File: src/rtl/if_fetch_queue_pkg.sv
// -----------------------------------------------------------------------------
// if_fetch_queue_pkg
// Shared pipeline definitions for the instruction prefetch queue.
//   NOP_INSTR     : instruction word shown to decode when nothing is valid
//   PC_W, INSTR_W : widths of the program counter and instruction word
//   PC_INCR       : sequential PC step (pop_pc4 = pop_pc + PC_INCR)
//   fetch_entry_t : one buffered {pc, instr} pair
// -----------------------------------------------------------------------------
package if_fetch_queue_pkg;

  localparam int PC_W    = 32;
  localparam int INSTR_W = 32;

  localparam logic [INSTR_W-1:0] NOP_INSTR = 32'h0000_0000;
  localparam logic [PC_W-1:0]    PC_INCR   = 32'd4;

  typedef struct packed {
    logic [PC_W-1:0]    pc;
    logic [INSTR_W-1:0] instr;
  } fetch_entry_t;

endpackage

File: src/rtl/if_fetch_queue_if.sv
// -----------------------------------------------------------------------------
// if_fetch_queue_if
// Handshake bundle between IF (producer), the prefetch queue and decode
// (consumer).
//   push_valid/push_pc/push_instr -> queue, push_ready <- queue
//   pop_ready -> queue, pop_valid/pop_pc/pop_pc4/pop_instr/count <- queue
// Modports:
//   master : the pipeline side (drives push_* and pop_ready)
//   slave  : the queue itself
// -----------------------------------------------------------------------------
interface if_fetch_queue_if #(
  parameter int PTR_W = 2
) ();
  import if_fetch_queue_pkg::*;

  logic               push_valid;
  logic [PC_W-1:0]    push_pc;
  logic [INSTR_W-1:0] push_instr;
  logic               push_ready;

  logic               pop_ready;
  logic               pop_valid;
  logic [PC_W-1:0]    pop_pc;
  logic [PC_W-1:0]    pop_pc4;
  logic [INSTR_W-1:0] pop_instr;

  logic [PTR_W:0]     count;

  modport master (
    output push_valid, push_pc, push_instr, pop_ready,
    input  push_ready, pop_valid, pop_pc, pop_pc4, pop_instr, count
  );

  modport slave (
    input  push_valid, push_pc, push_instr, pop_ready,
    output push_ready, pop_valid, pop_pc, pop_pc4, pop_instr, count
  );

endinterface

File: src/rtl/if_fetch_queue_mem.sv
// -----------------------------------------------------------------------------
// if_fetch_queue_mem
// DEPTH x {pc, instr} register array for the prefetch queue.
//   clk   : write clock
//   we    : write enable (synchronous write at waddr)
//   waddr : write slot
//   wdata : entry to store
//   raddr : read slot
//   rdata : entry at raddr (asynchronous read, so the head is visible in the
//           same cycle the read pointer points at it)
// Storage is not reset; the queue's pointers/count decide what is valid.
// -----------------------------------------------------------------------------
module if_fetch_queue_mem
  import if_fetch_queue_pkg::*;
#(
  parameter int DEPTH = 4,
  parameter int PTR_W = 2
) (
  input  logic             clk,
  input  logic             we,
  input  logic [PTR_W-1:0] waddr,
  input  fetch_entry_t     wdata,
  input  logic [PTR_W-1:0] raddr,
  output fetch_entry_t     rdata
);

  fetch_entry_t mem_reg [DEPTH];

  always_ff @(posedge clk) begin
    if (we) begin
      mem_reg[waddr] <= wdata;
    end
  end

  assign rdata = mem_reg[raddr];

endmodule

File: src/rtl/if_fetch_queue.sv
// -----------------------------------------------------------------------------
// if_fetch_queue
// Instruction prefetch queue between the fetch PC register and decode.
// Buffers up to DEPTH {pc, instr} pairs in a circular buffer, presents them in
// order, absorbs decode stalls and drops everything on a flush.
//   clk   : pipeline clock
//   rst   : synchronous active-high reset
//   flush : discard all entries (branch/jump redirect); same-cycle push/pop
//           are ignored
//   bus   : if_fetch_queue_if.slave (push_*, pop_*, count)
// Optional build macro IF_FETCH_QUEUE_BYPASS_EN: when the queue is empty and a
// push is offered, the push is shown on pop_* in the same cycle; if decode
// takes it, it is never written.
// -----------------------------------------------------------------------------
module if_fetch_queue
  import if_fetch_queue_pkg::*;
#(
  parameter int DEPTH = 4,
  parameter int PTR_W = 2
) (
  input  logic            clk,
  input  logic            rst,
  input  logic            flush,
  if_fetch_queue_if.slave bus
);

  localparam logic [PTR_W:0] FULL_CNT = (PTR_W+1)'(DEPTH);

  logic [PTR_W-1:0] rd_ptr_reg, rd_ptr_next;
  logic [PTR_W-1:0] wr_ptr_reg, wr_ptr_next;
  logic [PTR_W:0]   cnt_reg, cnt_next;

  fetch_entry_t push_entry;
  fetch_entry_t head_entry;

  logic not_empty;
  logic push_fire;
  logic pop_fire;
  logic bypass_take;
  logic do_write;
  logic do_pop;

  assign push_entry = '{pc: bus.push_pc, instr: bus.push_instr};
  assign not_empty  = (cnt_reg != '0);

  // Depends only on registered occupancy: a pop in the same cycle does not
  // open a slot until the next cycle, keeping pop_ready off the PC enable path.
  assign bus.push_ready = (cnt_reg != FULL_CNT);

`ifdef IF_FETCH_QUEUE_BYPASS_EN
  logic bypass_active;
  assign bypass_active = !not_empty && bus.push_valid && !flush;

  assign bus.pop_valid = not_empty || bypass_active;
  assign bus.pop_pc    = not_empty     ? head_entry.pc    :
                         bypass_active ? bus.push_pc      : '0;
  assign bus.pop_instr = not_empty     ? head_entry.instr :
                         bypass_active ? bus.push_instr   : NOP_INSTR;
  // Entry consumed straight from the push port: neither stored nor popped.
  assign bypass_take   = bypass_active && bus.pop_ready;
`else
  assign bus.pop_valid = not_empty;
  assign bus.pop_pc    = not_empty ? head_entry.pc    : '0;
  assign bus.pop_instr = not_empty ? head_entry.instr : NOP_INSTR;
  assign bypass_take   = 1'b0;
`endif

  assign bus.pop_pc4 = bus.pop_pc + PC_INCR;
  assign bus.count   = cnt_reg;

  assign push_fire = bus.push_valid && bus.push_ready;
  assign pop_fire  = bus.pop_valid && bus.pop_ready;
  assign do_write  = push_fire && !bypass_take && !flush && !rst;
  assign do_pop    = pop_fire && !bypass_take;

  always_comb begin
    rd_ptr_next = rd_ptr_reg;
    wr_ptr_next = wr_ptr_reg;
    cnt_next    = cnt_reg;
    // DEPTH is a power of two, so the natural overflow of the pointer
    // increment is the wrap from DEPTH-1 to 0.
    if (do_write) begin
      wr_ptr_next = wr_ptr_reg + 1'b1;
    end
    if (do_pop) begin
      rd_ptr_next = rd_ptr_reg + 1'b1;
    end
    case ({do_write, do_pop})
      2'b10:   cnt_next = cnt_reg + 1'b1;
      2'b01:   cnt_next = cnt_reg - 1'b1;
      default: cnt_next = cnt_reg;
    endcase
  end

  always_ff @(posedge clk) begin
    if (rst) begin
      rd_ptr_reg <= '0;
      wr_ptr_reg <= '0;
      cnt_reg    <= '0;
    end else if (flush) begin
      rd_ptr_reg <= '0;
      wr_ptr_reg <= '0;
      cnt_reg    <= '0;
    end else begin
      rd_ptr_reg <= rd_ptr_next;
      wr_ptr_reg <= wr_ptr_next;
      cnt_reg    <= cnt_next;
    end
  end

  if_fetch_queue_mem #(
    .DEPTH (DEPTH),
    .PTR_W (PTR_W)
  ) u_mem (
    .clk   (clk),
    .we    (do_write),
    .waddr (wr_ptr_reg),
    .wdata (push_entry),
    .raddr (rd_ptr_reg),
    .rdata (head_entry)
  );

endmodule

File: src/flat_wrapper.sv
// flat-port wrapper written by rule: the top's interface ports become plain ports
module if_fetch_queue_flat import if_fetch_queue_pkg::*;
#(
  parameter int DEPTH = 4,
  parameter int PTR_W = 2
)
  (clk, rst, flush, bus_push_valid, bus_push_pc, bus_push_instr, bus_pop_ready, bus_push_ready, bus_pop_valid, bus_pop_pc, bus_pop_pc4, bus_pop_instr, bus_count);
  if_fetch_queue_if #(.PTR_W(PTR_W)) bus_i ();
  input  logic clk;
  input  logic rst;
  input  logic flush;
  input wire logic [$bits(bus_i.push_valid)-1:0] bus_push_valid;
  input wire logic [$bits(bus_i.push_pc)-1:0] bus_push_pc;
  input wire logic [$bits(bus_i.push_instr)-1:0] bus_push_instr;
  input wire logic [$bits(bus_i.pop_ready)-1:0] bus_pop_ready;
  output wire logic [$bits(bus_i.push_ready)-1:0] bus_push_ready;
  output wire logic [$bits(bus_i.pop_valid)-1:0] bus_pop_valid;
  output wire logic [$bits(bus_i.pop_pc)-1:0] bus_pop_pc;
  output wire logic [$bits(bus_i.pop_pc4)-1:0] bus_pop_pc4;
  output wire logic [$bits(bus_i.pop_instr)-1:0] bus_pop_instr;
  output wire logic [$bits(bus_i.count)-1:0] bus_count;
  assign bus_i.push_valid = bus_push_valid;
  assign bus_i.push_pc = bus_push_pc;
  assign bus_i.push_instr = bus_push_instr;
  assign bus_i.pop_ready = bus_pop_ready;
  assign bus_push_ready = bus_i.push_ready;
  assign bus_pop_valid = bus_i.pop_valid;
  assign bus_pop_pc = bus_i.pop_pc;
  assign bus_pop_pc4 = bus_i.pop_pc4;
  assign bus_pop_instr = bus_i.pop_instr;
  assign bus_count = bus_i.count;
  if_fetch_queue #(.DEPTH(DEPTH), .PTR_W(PTR_W)) u_core (.clk(clk), .rst(rst), .flush(flush), .bus(bus_i));
endmodule
File: config.mk
export PLATFORM = sky130hd
export DESIGN_NAME = if_fetch_queue_flat
export DESIGN_NICKNAME = d
export VERILOG_FILES = /design/src/rtl/if_fetch_queue_pkg.sv /design/src/rtl/if_fetch_queue_if.sv /design/src/rtl/if_fetch_queue_mem.sv /design/src/rtl/if_fetch_queue.sv /design/src/flat_wrapper.sv
export SDC_FILE = /design/constraint.sdc
export NUM_CORES = 1
export LEC_CHECK = 0
export CAP_MARGIN = 10
export CELL_PAD_IN_SITES_DETAIL_PLACEMENT = 1
export CELL_PAD_IN_SITES_GLOBAL_PLACEMENT = 1
export CORE_ASPECT_RATIO = 1.75
export CORE_UTILIZATION = 49
export CTS_CLUSTER_DIAMETER = 60
export DETAILED_ROUTE_END_ITERATION = 6
export PLACE_DENSITY_LB_ADDON = 0.1
export SETUP_SLACK_MARGIN = 0.4
export SLEW_MARGIN = 20
export SYNTH_ARGS = -nofsm -noshare
export SYNTH_HDL_FRONTEND = slang
export SYNTH_SLANG_ARGS = --single-unit
File: constraint.sdc
create_clock -name clk -period 5.61 [get_ports clk]
set_clock_uncertainty 0.2 [all_clocks]
set_input_delay 0.561 -clock clk [delete_from_list [all_inputs] [get_ports clk]]
set_output_delay 0.561 -clock clk [all_outputs]
set_load 0.01 [all_outputs]
* Yosys cells after proc, flatten, opt, wreduce, memory -nomap -nowiden
Memories as Yosys holds them, arrays and structs flattened. A register that Yosys moved wholly into a read port is not among the register bits.
Cells that the tools add are included.
Widths: inputs -> output; s select.
** Cells by class
- Equality and inequality tests :: 3
- Reduce and logical (&&, ||, !) cells :: 9
- Add/subtract/negate cells :: 5
- Muxes and demuxes :: 7
** Operators by type and width (number)
- $mux 32 :: 2
- $add 32x3->32 const B :: 1
- $pmux 3 s2 :: 1
- $add 2x1->2 const B :: 2
- $logic_and 1x1->1 :: 4
- $mux 2 :: 2
- $add 3x1->3 const B :: 1
- $ne 3x3->1 const B :: 1
- $reduce_bool 3->1 :: 1
- $sub 3x1->3 const B :: 1
- $eq 2x1->1 const B :: 1
- $eq 2x2->1 const B :: 1
- $logic_not 1->1 :: 2
- $mux 1 :: 2
- $reduce_bool 2->1 :: 1
- $reduce_or 2->1 :: 1
** Storage, ports and cells
- Bits of input ports :: 69
- Bits in writable memories :: 256
- Output and inout port bits :: 101
- Memories kept :: 1
- Word-level logic and storage cells :: 28
- Register bits :: 7
** Memories
- u_core.u_mem.mem_reg :: words 4, bits a word 64, read ports 1, clocked after memory_dff 1, write ports 1, RTL line if_fetch_queue_mem.sv:27 : fetch_entry_t mem_reg [DEPTH];

* Longest topological paths before layout
Gate-level depths: netlist (run 1).
- Word-level depth :: 6
- Mapped depth :: 12
- Mapped depth without buffers :: 11

* Cells and area by module
A second synthesis (run 1) with hierarchy kept.
** Second synthesis, totals
- Cells, all modules :: 573
- Area, all modules :: 10978.0 um^2
** Modules (own cells, without submodules)
- if_fetch_queue_mem :: instances 1, sequential area each 7687.4 um^2, cells each 338, area an instance 9341.5 um^2
- if_fetch_queue :: instances 1, sequential area each 140.1 um^2, cells each 235, area an instance 1636.6 um^2

* Worst setup path after synthesis (run 1)
OpenSTA, ideal clock, no wires.
- Path kind :: register -> output
- From :: register u_core.cnt_reg[0] (netlist: u_core.bus.count[0])
- To :: output port bus_pop_pc4[30]
- Data required time :: 4.849 ns
- Arrival :: 2.777 ns
- Path slack :: 2.072 ns
- Buffers on the path :: 3
- Stages on the path, launching flop included :: 12
- Cell sequence :: dfxtp_1 -> nor3_1 -> inv_1 -> clkbuf_1 -> clkbuf_1 -> clkbuf_1 -> and2_1 -> ha_1 -> nand3_1 -> nor4_1 -> nand4_1 -> xnor2_1
** Between the ends
- Longest elaborated chain between the ends :: 3
** Ends and longest elaborated chain
- start: declaration :: RTL line if_fetch_queue.sv:31 : logic [PTR_W:0] cnt_reg, cnt_next;
- start signal: assignment :: RTL line if_fetch_queue.sv:107 : cnt_reg <= cnt_next;
- $reduce_bool 3->1 :: RTL line if_fetch_queue.sv:44 : assign not_empty = (cnt_reg != '0);
- net bus_pop_valid :: RTL line flat_wrapper.sv:17 : output wire logic [$bits(bus_i.pop_valid)-1:0] bus_pop_valid;
- $mux 32 :: RTL line if_fetch_queue.sv:63 : assign bus.pop_pc = not_empty ? head_entry.pc : '0;
- net bus_pop_pc[3] :: RTL line flat_wrapper.sv:18 : output wire logic [$bits(bus_i.pop_pc)-1:0] bus_pop_pc;
- $add 32x3->32 :: RTL line if_fetch_queue.sv:68 : assign bus.pop_pc4 = bus.pop_pc + PC_INCR;
- end: declaration :: RTL line flat_wrapper.sv:19 : output wire logic [$bits(bus_i.pop_pc4)-1:0] bus_pop_pc4;
The timed path passes the listed nets, and every way through them passes these cells.

==> results of run 1 <==
[metal layers]
layer | vias to the layer above | routed length (um) | track usage (%)
li1 | 2612 | - | -
met1 | 2954 | 8740 | 24.4
met2 | 201 | 12800 | 38.7
met3 | 48 | 1230 | 3.35
met4 | 0 | 745 | 7.74
met5 | - | 0 | 0
[power by group]
| part | internal [W] | switching (W) | total, W |
|---|---|---|---|
| Combinational | 0.0000947 | 0.0000819 | 0.000177 |
| Sequential | 0.00219 | 0.00000701 | 0.00220 |
| Clock | 0.000748 | 0.000636 | 0.00138 |
| Total | 0.00303 | 0.000725 | 0.00376 |
[through the flow]
step / area (um2) / total power (W) / std cells / setup slack, ns
2_1_floorplan: 11000 / 0.00230 / 578 / 2.07
3_3_place_gp: 12900 / 0.00241 / 1020 / 1.32
3_5_place_dp: 12900 / 0.00242 / 1020 / 1.25
4_1_cts: 13500 / 0.00380 / 1058 / 0.714
5_1_grt: 13500 / 0.00387 / 1058 / 0.482
6_report: 13500 / 0.00376 / 1058 / 0.823
[logic make-up (layout without fill, tap and decap cells)]
kind of cell               Yosys count  count (layout)
AOI/OAI and AO/OA                   12              12
xor gates and xnor gates            31              31
adders and majority gates            7               7
buffers and inverters               40             224
DFF                                265             265
muxes                               66              66
and+or+nand+nor                    157             157
[final timing paths]
check                       start                    to  slack, ns  cells after the start
min reg2reg  u_core.wr_ptr_reg[1]  u_core.wr_ptr_reg[1]       0.33                      2
max                      register       bus_pop_pc4[30]       0.82                      9
min          u_core.wr_ptr_reg[1]  u_core.wr_ptr_reg[1]       0.33                      2
max reg2reg   u_core.bus.count[0]   u_core.bus.count[2]       2.78                     10
[layout make-up]
class	count	area, um2
Multi-Input combinational cell	273	2900
Inverter	13	48.8
Clock buffer	30	602
Tap cell	296	370
Clock inverter	8	32.5
Timing Repair Buffer	173	1720
Fill cell	1959	8430
Sequential cell	265	7880
[Yosys cell counts (9+ instances only)]
| cell type | n | area [um2] |
|---|---|---|
| inv_1 | 13 | 48.8 |
| mux4_1 | 15 | 394 |
| nand3_1 | 16 | 80.1 |
| nand2_1 | 20 | 75.1 |
| xor2_1 | 11 | 96.3 |
| and2_1 | 69 | 432 |
| xnor2_1 | 20 | 175 |
| clkbuf_1 | 9 | 33.8 |
| nor2_1 | 19 | 71.3 |
| buf_2 | 10 | 50.1 |
| mux4_2 | 50 | 1130 |
| edfxtp_1 | 256 | 7690 |
| dfxtp_1 | 9 | 180 |
[tightest hold or removal path: cells and delay by family (launching register included)]
family           cells  cell delay, ns
AND/OR/NAND/NOR      1            0.07
flip-flops           1            0.35
AO/OA/AOI/OAI        1            0.06
==> results.py, run 1 <==
metrics = {
    "outcome": {
        "status": "complete, no violations",
    },
    "clock_tree": {
        "numCtsBuffers": 23,
        "clock-root-buffer": "clkbuf_16",
        "cts_hold_buf": 0,
        "clkSinkCount": 265,
        "clk-insertion-delay-late_ns": 0.50,
        "cts_tree": "done",
        "clk_pin_slew_ns": 0.07,
        "cts_resized": 0,
        "ctsLongestPathBuffers": 3,
        "cts_setup_buffers": 0,
        "htreeDepth": 1,
    },
    "global_route": {
        "antenna_found_initial": 0,
        "globalRoute.totalOverflow": 0,
        "track_usage_pct": 21.0,
        "grt_max_degree": 72,
        "grt_pass1_vias": 6457,
        "grt_first_pass_wirelength_mm": 35.6,
    },
    "placement": {
        "io_buffers": 169,
        "dp_hpwl_mm": 15.1,
        "gp_congestion": 0.847,
    },
    "logic_synthesis": {
        "synth_top_family_by_area": "multiplexers",
        "ys_dominant_reg_cell": "edfxtp_1",
        "synth_warnings": 0,
        "synthesis.nets": 654,
        "synthAdderAreaFrac_pct": 0.868,
        "yosysSeqAreaShare_pct": 71.8,
        "syn_area_per_cell_um2": 19.0,
        "synth_edf_count": 256,
        "synth_cells": 578,
        "netlist-cell-type-count": 41,
        "synthSimpleGateAreaFrac_pct": 8.24,
        "synth_xor_area_share_pct": 2.48,
        "synthesis.area_um2": 11000,
        "synth_compound_gate_area_share_pct": 0.788,
        "synthMuxAreaShare_pct": 14.0,
        "synthArstFlopShare_pct": 0,
        "synth-seq-cells": 265,
    },
    "die": {
        "start_util_pct": 49.9,
        "dieWidth_um": 115,
        "die_area_um2": 23000,
        "ios": 170,
        "die_y_um": 200,
        "rows": 72,
        "core_um2": 22000,
    },
    "setup_path": {
        "slowest_delay_ns": 1.01,
        "cp_cell_sequence": "mux4_1 > nand2_1 > inv_1 > ha_1 > nand3_1 > nor4_1 > nand4_1 > xnor2_1 > clkdlybuf4s50_1",
        "required_ns": 4.85,
        "cp.arrival_ns": 4.03,
        "critPathKind": "register to primary output",
        "endpoint_kind": "primary output",
        "crit_slowest_cell": "dfxtp_4",
        "worst_setup_path_start_kind": "register",
        "crit_family": "simple AND/OR/NAND/NOR gates",
        "path_max_fanout": 71,
        "cp_num_buf_inv": 2,
    },
    "timing": {
        "setup_viol": 0,
        "holdWs_ns": 0.332,
        "finalCritPeriodShare_pct": 85.3,
        "tightestPinTransition_ns": 1.03,
        "tns_ns": 0,
        "hold_violations": 0,
        "rsz0062_at_grt": "false",
        "fin_crit_ns": 4.79,
        "slew-limit-headroom_pct": 31.0,
        "drv_slew": 0,
        "timing.fmax_mhz": 209,
    },
    "detailed_routing": {
        "wl_per_cell_um": 22.2,
        "antenna_violating_nets_post_route": 0,
        "vias": 5815,
        "dr.first_iter.drc_count": 255,
        "vias_per_cell": 5.50,
        "wl_mm": 23.5,
        "dr.pass1.iters": 4,
        "drcViolationCount": 0,
    },
    "layout": {
        "final_cell_mix": "256 x edfxtp_1, 169 x clkdlybuf4s50_1, 65 x and2_1, 50 x mux4_2, 23 x clkbuf_16",
        "post-route-util_pct": 61.6,
        "final_common_cell": "edfxtp_1",
        "area_delta_synth_final_pct": 23.6,
        "drive_gt1_share_pct": 12.6,
        "antenna_cells": 0,
        "largest_reg_flops": 256,
        "final_nets": 825,
    },
    "job": {
        "max-cap-violations": 0,
    },
    "pwr": {
        "power_density_nw_per_um2": 277,
        "peakVddDrop_v": 0.000413,
        "p_leak_nw": 4.30,
    },
    "worst_hold_path": {
        "worstHoldPathType": "register to register",
    },
}
No activity file was read; power rests on OpenSTA's default activity.
==> inputs of run 2 (changes only) <==
--- a/config.mk
+++ b/config.mk
@@ -14,7 +14,7 @@
 export DETAILED_ROUTE_END_ITERATION = 6
 export PLACE_DENSITY_LB_ADDON = 0.1
 export SETUP_SLACK_MARGIN = 0.4
-export SLEW_MARGIN = 20
+export SLEW_MARGIN = 30
 export SYNTH_ARGS = -nofsm -noshare
 export SYNTH_HDL_FRONTEND = slang
 export SYNTH_SLANG_ARGS = --single-unit
==> run 2 against run 1 <==
  * Sequential share of layout area decreased by 1.3 points
  * Register-to-register slack about the same
  * Worst hold slack got worse by 0.011 ns
  * Sequential power about the same
  * Core utilization increased by 1.4 points
  * First-iteration DRC count increased by 2.7%
  * Critical path type unchanged
  * Largest power group unchanged
==> results.py, run 2 (same netlist as run 1, synthesis figures left out) <==
metrics = {
    "placement": {
        "dpl.cell_count": 1025,
        "gp_congestion": 0.847,
        "dp_hpwl_mm": 16.1,
        "io_buffers": 169,
        "placed_cell_area_um2": 13000,
    },
    "layout": {
        "antenna_cells": 0,
        "post-route-util_pct": 63.0,
        "finish.instance_area_um2": 13900,
        "final_nets": 831,
        "largest_reg_flops": 256,
        "final_common_cell": "edfxtp_1",
        "instances_no_fill": 1069,
        "area_delta_synth_final_pct": 26.5,
        "drive_gt1_share_pct": 14.2,
        "final_cell_mix": "256 x edfxtp_1, 169 x clkdlybuf4s50_1, 65 x and2_1, 50 x mux4_2, 25 x clkbuf_16",
    },
    "detailed_routing": {
        "wl_per_cell_um": 22.6,
        "vias": 5811,
        "dr.pass1.iters": 4,
        "dr.first_iter.drc_count": 262,
        "drcViolationCount": 0,
        "antenna_violating_nets_post_route": 0,
        "wl_mm": 24.2,
        "vias_per_cell": 5.44,
    },
    "clock_tree": {
        "clock-root-buffer": "clkbuf_16",
        "cts_setup_buffers": 0,
        "clk_pin_slew_ns": 0.07,
        "cts_hold_buf": 0,
        "clkSinkCount": 265,
        "ctsLongestPathBuffers": 3,
        "htreeDepth": 1,
        "cts_tree": "done",
        "clk-insertion-delay-late_ns": 0.51,
        "numCtsBuffers": 24,
        "cts_resized": 0,
    },
    "timing": {
        "tightestPinTransition_ns": 0.870,
        "fin_crit_ns": 4.80,
        "setup_viol": 0,
        "slew-limit-headroom_pct": 41.5,
        "drv_slew": 0,
        "rsz0062_at_grt": "false",
        "finalCritPeriodShare_pct": 85.6,
        "hold_violations": 0,
        "timing.fmax_mhz": 208,
        "tns_ns": 0,
    },
    "global_route": {
        "antenna_found_initial": 0,
        "grt_first_pass_wirelength_mm": 36.4,
        "globalRoute.totalOverflow": 0,
        "grt_pass1_vias": 6500,
        "track_usage_pct": 21.5,
        "grt_max_degree": 46,
    },
    "pwr": {
        "power_density_nw_per_um2": 296,
        "p_leak_nw": 4.44,
        "total_power_w": 0.00410,
        "peakVddDrop_v": 0.000333,
    },
    "die": {
        "dieWidth_um": 115,
        "ios": 170,
        "die_area_um2": 23000,
        "die_y_um": 200,
        "core_um2": 22000,
        "rows": 72,
        "start_util_pct": 49.9,
    },
    "outcome": {
        "status": "complete, no violations",
    },
    "worst_hold_path": {
        "worstHoldPathType": "register to register",
    },
    "setup_path": {
        "cp_cell_sequence": "mux4_1 > nand2_1 > inv_1 > ha_1 > nand3_1 > nor4_1 > nand4_1 > xnor2_1 > clkdlybuf4s50_1",
        "cp.arrival_ns": 4.04,
        "worst_setup_path_start_kind": "register",
        "required_ns": 4.85,
        "crit_family": "simple AND/OR/NAND/NOR gates",
        "endpoint_kind": "primary output",
        "path_max_fanout": 45,
        "cp_num_buf_inv": 2,
        "slowest_delay_ns": 0.88,
        "crit_slowest_cell": "dfxtp_4",
        "critPathKind": "register to primary output",
    },
    "job": {
        "max-cap-violations": 0,
    },
}
run 2: cell types whose count changed in the layout (fill, tap and decap cells not counted):
cell,change
buf_12,+4
buf_16,+1
bufinv_16,+5
clkbuf_1,-2
clkbuf_16,+2
clkinv_1,-1
clkinv_2,+1
clkinvlp_4,+1
run 2: worst paths after layout:
path	startpoint	endpoint	slack [ns]	cells past startpoint
hold / removal	u_core.wr_ptr_reg[1]	u_core.wr_ptr_reg[1]	0.32	2
setup / recovery	register	bus_pop_pc4[30]	0.81	9
hold reg to reg	u_core.wr_ptr_reg[1]	u_core.wr_ptr_reg[1]	0.32	2
setup reg to reg	u_core.bus.count[0]	u_core.bus.count[2]	2.79	10
run 2: through the flow:
step / hold WS, ns / worst slack (ns)
after floorplan: 0.269 / 2.07
after global placement: 0.282 / 1.32
after detailed placement: 0.317 / 1.30
after CTS: 0.333 / 0.736
after global routing: 0.353 / 0.482
final: 0.322 / 0.810
run 2: area by class of cell:
cell class | count | area (um2)
clock buffers | 30 | 644
clock inverters | 14 | 191
fillers | 1917 | 8120
inverters | 13 | 48.8
multi-input cells | 273 | 2900
flip-flops and latches | 265 | 7880
well taps | 296 | 370
repair buffers | 178 | 1830
run 2: worst reg2reg max path: stages, from the launching register on:
cell and delay [ns]:
dfxtp_1 0.40, nor3_1 0.07, buf_4 0.17, inv_2 0.33
and2_1 0.28, ha_1 0.21, inv_1 0.07, fa_1 0.37
xor2_1 0.16, or3_1 0.32, a21oi_1 0.17
run 2: report_power, final:
group / internal, W / total (W) / switching (W)
clock network: 0.00104 / 0.00173 / 0.000681
registers: 0.00219 / 0.00220 / 0.00000723
logic: 0.0000963 / 0.000179 / 0.0000825
run 2: per-layer routing:
layer  part of all wire [%]  track usage, %
met3                    4.6            3.11
met5                      0               0
met4                    3.3            9.09
met1                     37            24.4
met2                     55            40.1
==> inputs of run 3 (changes only) <==
--- a/config.mk
+++ b/config.mk
@@ -9,7 +9,8 @@
 export CELL_PAD_IN_SITES_DETAIL_PLACEMENT = 1
 export CELL_PAD_IN_SITES_GLOBAL_PLACEMENT = 1
 export CORE_ASPECT_RATIO = 1.75
-export CORE_UTILIZATION = 49
+export CORE_MARGIN = 2
+export CORE_UTILIZATION = 41
 export CTS_CLUSTER_DIAMETER = 60
 export DETAILED_ROUTE_END_ITERATION = 6
 export PLACE_DENSITY_LB_ADDON = 0.1
==> constraint.sdc (replaced) <==
create_clock -name clk -period 4.09 [get_ports clk]
set_clock_uncertainty 0.2 [all_clocks]
set_input_delay 0.409 -clock clk [delete_from_list [all_inputs] [get_ports clk]]
set_output_delay 0.409 -clock clk [all_outputs]
set_load 0.01 [all_outputs]
==> run 3 against run 2 <==
  * Power increased by 31%
  * Global-route usage decreased by 2.3 points
  * Cell count increased by 5.1%
  * Routed wire length increased by 8.5%
  * Critical path type unchanged
  * Critical endpoint is now bus_pop_pc4[29]
==> results.py, run 3 (same netlist as run 1, synthesis figures left out) <==
metrics = {
    "outcome": {
        "status": "complete, no violations",
    },
    "timing": {
        "finalCritPeriodShare_pct": 87.2,
        "slew-limit-headroom_pct": 61.6,
        "drv_slew": 0,
        "setup_viol": 0,
        "holdWs_ns": 0.284,
        "hold_violations": 0,
        "tightestPinTransition_ns": 0.576,
        "fin_crit_ns": 3.57,
        "rsz0062_at_grt": "false",
        "tns_ns": 0,
        "timing.fmax_mhz": 280,
    },
    "setup_path": {
        "cp_num_buf_inv": 2,
        "endpoint_kind": "primary output",
        "required_ns": 3.48,
        "critPathKind": "register to primary output",
        "slowest_delay_ns": 0.59,
        "worst_setup_path_start_kind": "register",
        "path_max_fanout": 9,
        "cp_cell_sequence": "buf_12 > mux4_2 > and4_4 > and3_2 > and3_1 > nand3_1 > xnor2_1 > clkdlybuf4s15_1",
        "crit_slowest_cell": "mux4_2",
        "crit_family": "simple AND/OR/NAND/NOR gates",
        "cp.arrival_ns": 2.96,
    },
    "pwr": {
        "power_density_nw_per_um2": 380,
        "swShare_pct": 20.5,
        "p_leak_nw": 4.77,
        "peakVddDrop_v": 0.000320,
        "clkPwrFrac_pct": 39.0,
        "power_frac_comb_pct": 4.8,
        "p_seq_share_pct": 56.2,
        "power.switching_w": 0.00110,
        "power.internal_w": 0.00426,
    },
    "placement": {
        "io_buffers": 169,
        "gp_congestion": 0.773,
        "dp_hpwl_mm": 17.2,
        "placed_cell_area_um2": 13100,
    },
    "layout": {
        "drive_gt1_share_pct": 21.3,
        "area_delta_synth_final_pct": 28.8,
        "post-route-util_pct": 53.3,
        "finish.instance_area_um2": 14100,
        "final_common_cell": "edfxtp_1",
        "largest_reg_flops": 256,
        "final_cell_mix": "256 x edfxtp_1, 148 x clkdlybuf4s50_1, 63 x mux4_2, 62 x and2_1, 25 x clkbuf_16",
        "final_nets": 860,
        "antenna_cells": 0,
    },
    "detailed_routing": {
        "vias_per_cell": 5.29,
        "dr.pass1.iters": 4,
        "wl_per_cell_um": 23.3,
        "dr.first_iter.drc_count": 303,
        "antenna_violating_nets_post_route": 0,
        "vias": 5946,
        "wl_mm": 26.2,
        "drcViolationCount": 0,
    },
    "global_route": {
        "grt_max_degree": 39,
        "grt_pass1_vias": 6816,
        "grt_first_pass_wirelength_mm": 40.6,
        "track_usage_pct": 19.3,
        "globalRoute.totalOverflow": 0,
        "antenna_found_initial": 0,
    },
    "clock_tree": {
        "cts_tree": "done",
        "ctsLongestPathBuffers": 3,
        "numCtsBuffers": 25,
        "clkSinkCount": 265,
        "cts_hold_buf": 0,
        "htreeDepth": 1,
        "clock-root-buffer": "clkbuf_16",
        "clk-insertion-delay-late_ns": 0.53,
        "clk_pin_slew_ns": 0.06,
    },
    "job": {
        "max-cap-violations": 0,
    },
    "die": {
        "ios": 170,
        "die_area_um2": 28100,
        "die_y_um": 220,
        "rows": 79,
        "dieWidth_um": 128,
        "start_util_pct": 41.4,
        "core_um2": 26500,
    },
    "worst_hold_path": {
        "worstHoldPathType": "input pin to register",
    },
}
==> run 3: power groups by stage <==
stage,combinational (W),clock [W],sequential [W]
floorplan,0.0000868,0,0.00307
detailed placement,0.000254,0,0.00307
global placement,0.000246,0,0.00307
global route,0.000280,0.00222,0.00301
CTS,0.000262,0.00214,0.00301
finish,0.000258,0.00209,0.00301
==> run 3: what timing repair did <==
action,in CTS,in global routing
gates cloned,1,0
buffers inserted,17,2
gates resized for setup,47,19
pin swaps,3,4
endpoints found under the setup margin,25,14
==> run 3: cell type report <==
cell class / count / area [um2]
repair buffers: 206 / 2150
fillers: 2425 / 12400
flip-flops and latches: 265 / 7880
multi-input cells: 273 / 2910
clock inverters: 17 / 92.6
well taps: 324 / 405
clock buffers: 26 / 629
inverters: 13 / 48.8
==> run 3: worst min-delay path, cell delays in order <==
cell and delay [ns]:
clkdlybuf4s50_1 0.42, nand3_1 0.09, a21oi_1 0.06
==> run 3: path summary, 6_finish.rpt <==
check / slack [ns] / endpoint / from / cells after the start
setup / recovery: 0.52 / bus_pop_pc4[29] / register / 8
hold / removal: 0.28 / u_core.wr_ptr_reg[1] / bus_push_valid / 3
setup reg to reg: 1.45 / u_core.bus.count[2] / u_core.bus.count[0] / 10
hold reg to reg: 0.32 / u_core.wr_ptr_reg[1] / u_core.wr_ptr_reg[1] / 2
==> run 3: metal layers <==
metal	track usage, %	routed length, um
met1	22.3	9770
met2	36.3	14600
met3	3.07	1220
met4	6.30	646
met5	0	0
==> run 3: metrics by stage <==
| step | std cells | worst slack [ns] | power, W |
|---|---|---|---|
| after floorplan | 578 | 0.704 | 0.00316 |
| after global placement | 1061 | 0.407 | 0.00331 |
| after detailed placement | 1061 | 0.309 | 0.00332 |
| after CTS | 1122 | 0.280 | 0.00541 |
| after global routing | 1124 | 0.402 | 0.00552 |
| final | 1124 | 0.525 | 0.00536 |
